===== config.mk =====
export PLATFORM = sky130hd
export DESIGN_NAME = varint_encoder
export DESIGN_NICKNAME = d
export VERILOG_FILES = /design/src/rtl/varint_encoder.sv
export SDC_FILE = /design/constraint.sdc
export NUM_CORES = 1
export LEC_CHECK = 0
export BUFFER_PORTS_ARGS = -buffer_cell sky130_fd_sc_hd__buf_2
export CAP_MARGIN = 10
export CORE_MARGIN = 5
export CORE_UTILIZATION = 55
export DETAILED_ROUTE_END_ITERATION = 6
export PLACE_DENSITY = 0.84
export SYNTH_ARGS = -nofsm -noshare
export SYNTH_HDL_FRONTEND = slang
export SYNTH_SLANG_ARGS = --single-unit

===== constraint.sdc =====
create_clock -name clk -period 2.57 [get_ports clk]
set_clock_uncertainty 0.05 [all_clocks]
set_input_delay 0.3855 -clock clk [delete_from_list [all_inputs] [get_ports clk]]
set_output_delay 0.3855 -clock clk [all_outputs]
set_load 0.005 [all_outputs]

===== src/rtl/varint_encoder.sv =====
// Protobuf base-128 varint encoder feeding a show-ahead byte FIFO.
// Each byte is tagged with the output index of its field.
module varint_encoder #(
    parameter int DEPTH = 16
) (
    input  logic        clk,
    input  logic        reset,
    input  logic        in_valid,
    output logic        in_ready,
    input  logic [63:0] in_value,
    input  logic [9:0]  in_index,
    input  logic        in_zigzag,
    output logic [7:0]  varint_out_q,
    output logic [9:0]  varint_out_index_q,
    output logic        varint_data_valid,
    input  logic        varint_enable,
    input  logic        varint_data_accepted,
    output logic        varint_err,
    output logic        state_dbg
);
    // Handshakes: a value transfers on a rising edge with in_valid && in_ready;
    // the head byte is consumed on a rising edge with varint_enable, which must
    // always be accompanied by varint_data_accepted and only when data_valid.
    localparam int AW = $clog2(DEPTH);
    localparam logic [AW:0] FULL_COUNT = (AW+1)'(DEPTH);

    typedef enum logic {
        IDLE   = 1'b0,
        ENCODE = 1'b1
    } state_t;

    state_t        state;
    logic [63:0]   sr;
    logic [9:0]    idx;
    logic [7:0]    mem_byte [DEPTH];
    logic [9:0]    mem_idx  [DEPTH];
    logic [AW-1:0] wr_ptr;
    logic [AW-1:0] rd_ptr;
    logic [AW:0]   count;

    logic          more;
    logic [7:0]    push_byte;
    logic          full;
    logic          push;
    logic          pop;

    always_comb begin
        more      = |sr[63:7];
        push_byte = {more, sr[6:0]};
        full      = (count == FULL_COUNT);
        push      = (state == ENCODE) && !full;
        pop       = varint_enable && (count != '0);
    end

    assign in_ready           = (state == IDLE);
    assign varint_data_valid  = (count != '0);
    assign varint_out_q       = mem_byte[rd_ptr];
    assign varint_out_index_q = mem_idx[rd_ptr];
    assign state_dbg          = state;

    always_ff @(posedge clk) begin
        if (reset) begin
            state      <= IDLE;
            sr         <= '0;
            idx        <= '0;
            wr_ptr     <= '0;
            rd_ptr     <= '0;
            count      <= '0;
            varint_err <= 1'b0;
            for (int i = 0; i < DEPTH; i++) begin
                mem_byte[i] <= '0;
                mem_idx[i]  <= '0;
            end
        end else begin
            case (state)
                IDLE: begin
                    if (in_valid) begin
                        // Zigzag maps signed values so small magnitudes stay short.
                        sr    <= in_zigzag ? ({in_value[62:0], 1'b0} ^ {64{in_value[63]}})
                                           : in_value;
                        idx   <= in_index;
                        state <= ENCODE;
                    end
                end
                ENCODE: begin
                    if (push) begin
                        sr <= sr >> 7;
                        if (!more) state <= IDLE;
                    end
                end
                default: state <= IDLE;
            endcase

            if (push) begin
                mem_byte[wr_ptr] <= push_byte;
                mem_idx[wr_ptr]  <= idx;
                wr_ptr           <= wr_ptr + 1'b1;
            end
            if (pop) rd_ptr <= rd_ptr + 1'b1;

            case ({push, pop})
                2'b10:   count <= count + 1'b1;
                2'b01:   count <= count - 1'b1;
                default: count <= count;
            endcase

            if ((varint_enable && (count == '0)) || (varint_enable != varint_data_accepted))
                varint_err <= 1'b1;
        end
    end
endmodule


==> results.json <==
{
  "synth_top_area_share_pct": 47.1,
  "synth.most_common_cell": "edfxtp_1",
  "routed_wl_mm": 46.9,
  "setup_slack_ns": -0.322,
  "fin_util_pct": 64.4,
  "cts_made_buffers": 38,
  "dr.pass1.iters": 7,
  "hold_viol": 0,
  "max_freq_ghz": 0.346,
  "crit_type": "reg2out",
  "cp.required_ns": 2.13,
  "seq_area_frac_synth_pct": 57.3,
  "grt_antenna_before_repair": 3,
  "die_area_um2": 37100,
  "leakagePower_nw": 7.57,
  "peakVddDrop_mv": 0.481,
  "synthFlopType": "edfxtp_1",
  "fin_crit_ns": 2.89,
  "mappedNetlistArea_um2": 18300,
  "hpwl_mm": 27.8,
  "wl_per_cell_um": 23.5,
  "worst-r2r-cell-count": 11,
  "std_cell_rows": 66,
  "end_kind": "output port",
  "p_per_area_nw_per_um2": 826,
  "core-area_um2": 32700,
  "layout.nets": 1610,
  "arrival_ns": 2.46,
  "hold_path_class": "in2reg",
  "maxSlewViolCount": 0,
  "postRouteAntennaNets": 0,
  "postSynthAreaPerCell_um2": 12.8,
  "setup_tns_ns": -4.94,
  "cp-start-kind": "register",
  "worst_slew_pin_slew_ns": 0.779,
  "synth_seq_cells": 381,
  "via_count": 12203,
  "globalplace.congestion": 0.837,
  "timing.final.crit_share_pct": 113,
  "cts_root_buffer": "clkbuf_16",
  "relSlewSlack_pct": 48.1,
  "cts_tree": "done",
  "hold_depth": 2,
  "synth_commonest_cells": "288 x edfxtp_1, 272 x and2_1, 126 x nor2_1",
  "violations": "setup timing",
  "cts_buffer_depth": 3,
  "ioPinCount": 102,
  "setup_viol": 18,
  "drtIter0Drc": 1346,
  "cp_max_fo": 10,
  "syn_nets": 1521,
  "synth_cell_types": 44,
  "drive_gt1_share_pct": 24.5,
  "grt_pass1_vias": 12273,
  "status": "finished, violations left",
  "synth_top_area_cell": "edfxtp_1",
  "fp.dieW_um": 193,
  "yosysWarningCount": 0,
  "synthTopCellsByArea": "edfxtp_1 47%, mux4_2 11%, dfxtp_1 10%, and2_1 9.3%, a211oi_1 4.6%",
  "drv_cap": 0,
  "grt_pass1_wl_mm": 70.9,
  "drc": 0,
  "htree_num_levels": 2,
  "synthArstFlopShare_pct": 0,
  "synth_edf_count": 288,
  "grt_max_degree": 77,
  "cts.sinks": 381,
  "rsz0062_at_grt": "yes",
  "port_buffers": 101,
  "clk_pin_slew_ns": 0.07,
  "routed_via_density": 6.12,
  "hold-worst-slack_ns": 0.0218,
  "start_util_pct": 56.1,
  "track_usage_pct": 25.1,
  "grt-ovfl-total": 0,
  "clkLatencyLatePin_ns": 0.53,
  "pre_cts_ws_ns": 0.0930,
  "syn_inst": 1433,
  "area_delta_synth_final_pct": 14.7,
  "fp.dieH_um": 193
}
[logic make-up (layout without fill, tap and decap cells)]
logic type | Yosys count | count (layout) | share of synthesized area (%)
fa+ha+maj | 8 | 8 | 0.546
simple gates | 597 | 597 | 18.2
other cells | 0 | 1 | 0
compound gates | 151 | 151 | 5.84
buf+inv | 130 | 248 | 3.46
mux | 93 | 93 | 11.2
xor+xnor | 73 | 73 | 3.48
flops | 381 | 381 | 57.3
[registers in the layout (all words and copies together) (netlist names), named ones only]
register	count
count	5
sr	64
varint_err	1
mem_byte	128
mem_idx	160
wr_ptr	4
idx	10
rd_ptr	4
state_dbg	1
[critical path: stages, from the launching register on]
cell	delay [ns]
dfxtp_4	0.40
buf_12	0.17
buf_4	0.17
mux4_2	0.51
mux4_2	0.53
buf_2	0.15
[power by group]
| part | switching [W] | leakage (nW) | internal [W] |
|---|---|---|---|
| clock | 0.00230 | 0.682 | 0.00389 |
| combinational | 0.00190 | 3.14 | 0.00197 |
| sequential | 0.000345 | 3.75 | 0.00700 |
[cells in the final DEF, fill, tap and decap left out, types with 3 or more instances in the layout]
cell and n:
xor2_1 6, buf_12 10, nor3_2 10, clkbuf_1 9
buf_4 57, nor4_1 13, inv_1 7, bufinv_16 7
nand3_1 10, or2_1 4, mux4_2 90, nor2_4 9
or2_2 12, clkbuf_16 44, clkbuf_8 7, mux2i_1 3
clkinvlp_4 3, nand2_1 37, nor2_1 126, a211oi_1 113
ha_1 6, buf_2 95, dfxtp_1 90, a21oi_1 23
buf_6 3, o211ai_1 7, and2_1 272, nor2b_1 5
nor2_2 11, xnor2_1 66, edfxtp_1 288, nor3_1 65
nand2b_1 7, nand4_1 6
[layer usage]
metal	wire length, um	global-route usage [%]	vias to the layer above
met4	1740	8.50	4
met3	4270	4.79	143
li1	-	-	5400
met2	23300	42.4	696
met1	17500	33.0	5960
met5	21	0	-
[stage by stage]
stage	area, um2	instances	total power [W]
2_1_floorplan	18400	1433	0.00981
5_1_grt	21000	1993	0.0180
3_5_place_dp	19400	1914	0.0109
4_1_cts	20900	1987	0.0171
3_3_place_gp	19400	1914	0.0108
6_report	21100	1994	0.0174
[final cells by class]
| type | instances | area (um2) |
|---|---|---|
| Timing Repair Buffer | 170 | 1260 |
| Multi-Input combinational cell | 922 | 7260 |
| Antenna cell | 1 | 2.50 |
| Tap cell | 442 | 553 |
| Fill cell | 2291 | 11600 |
| Clock inverter | 11 | 241 |
| Sequential cell | 381 | 10500 |
| Inverter | 9 | 38.8 |
| Clock buffer | 58 | 1180 |
[what timing repair did]
item	in CTS	in global routing
buffers inserted	4	3
resized for setup	2	14
hold buffers	0	0
setup endpoints to repair	18	32
pin swaps	0	1
cloned	0	3
[worst paths after layout]
check / start / slack [ns] / endpoint
max reg2reg: count[0] / 0.07 / count[4]
max: register / -0.32 / varint_out_index_q[3]
min reg2reg: varint_err / 0.41 / varint_err
min: reset / 0.02 / wr_ptr[3]
Note: power is estimated with default switching activity, not from simulation.
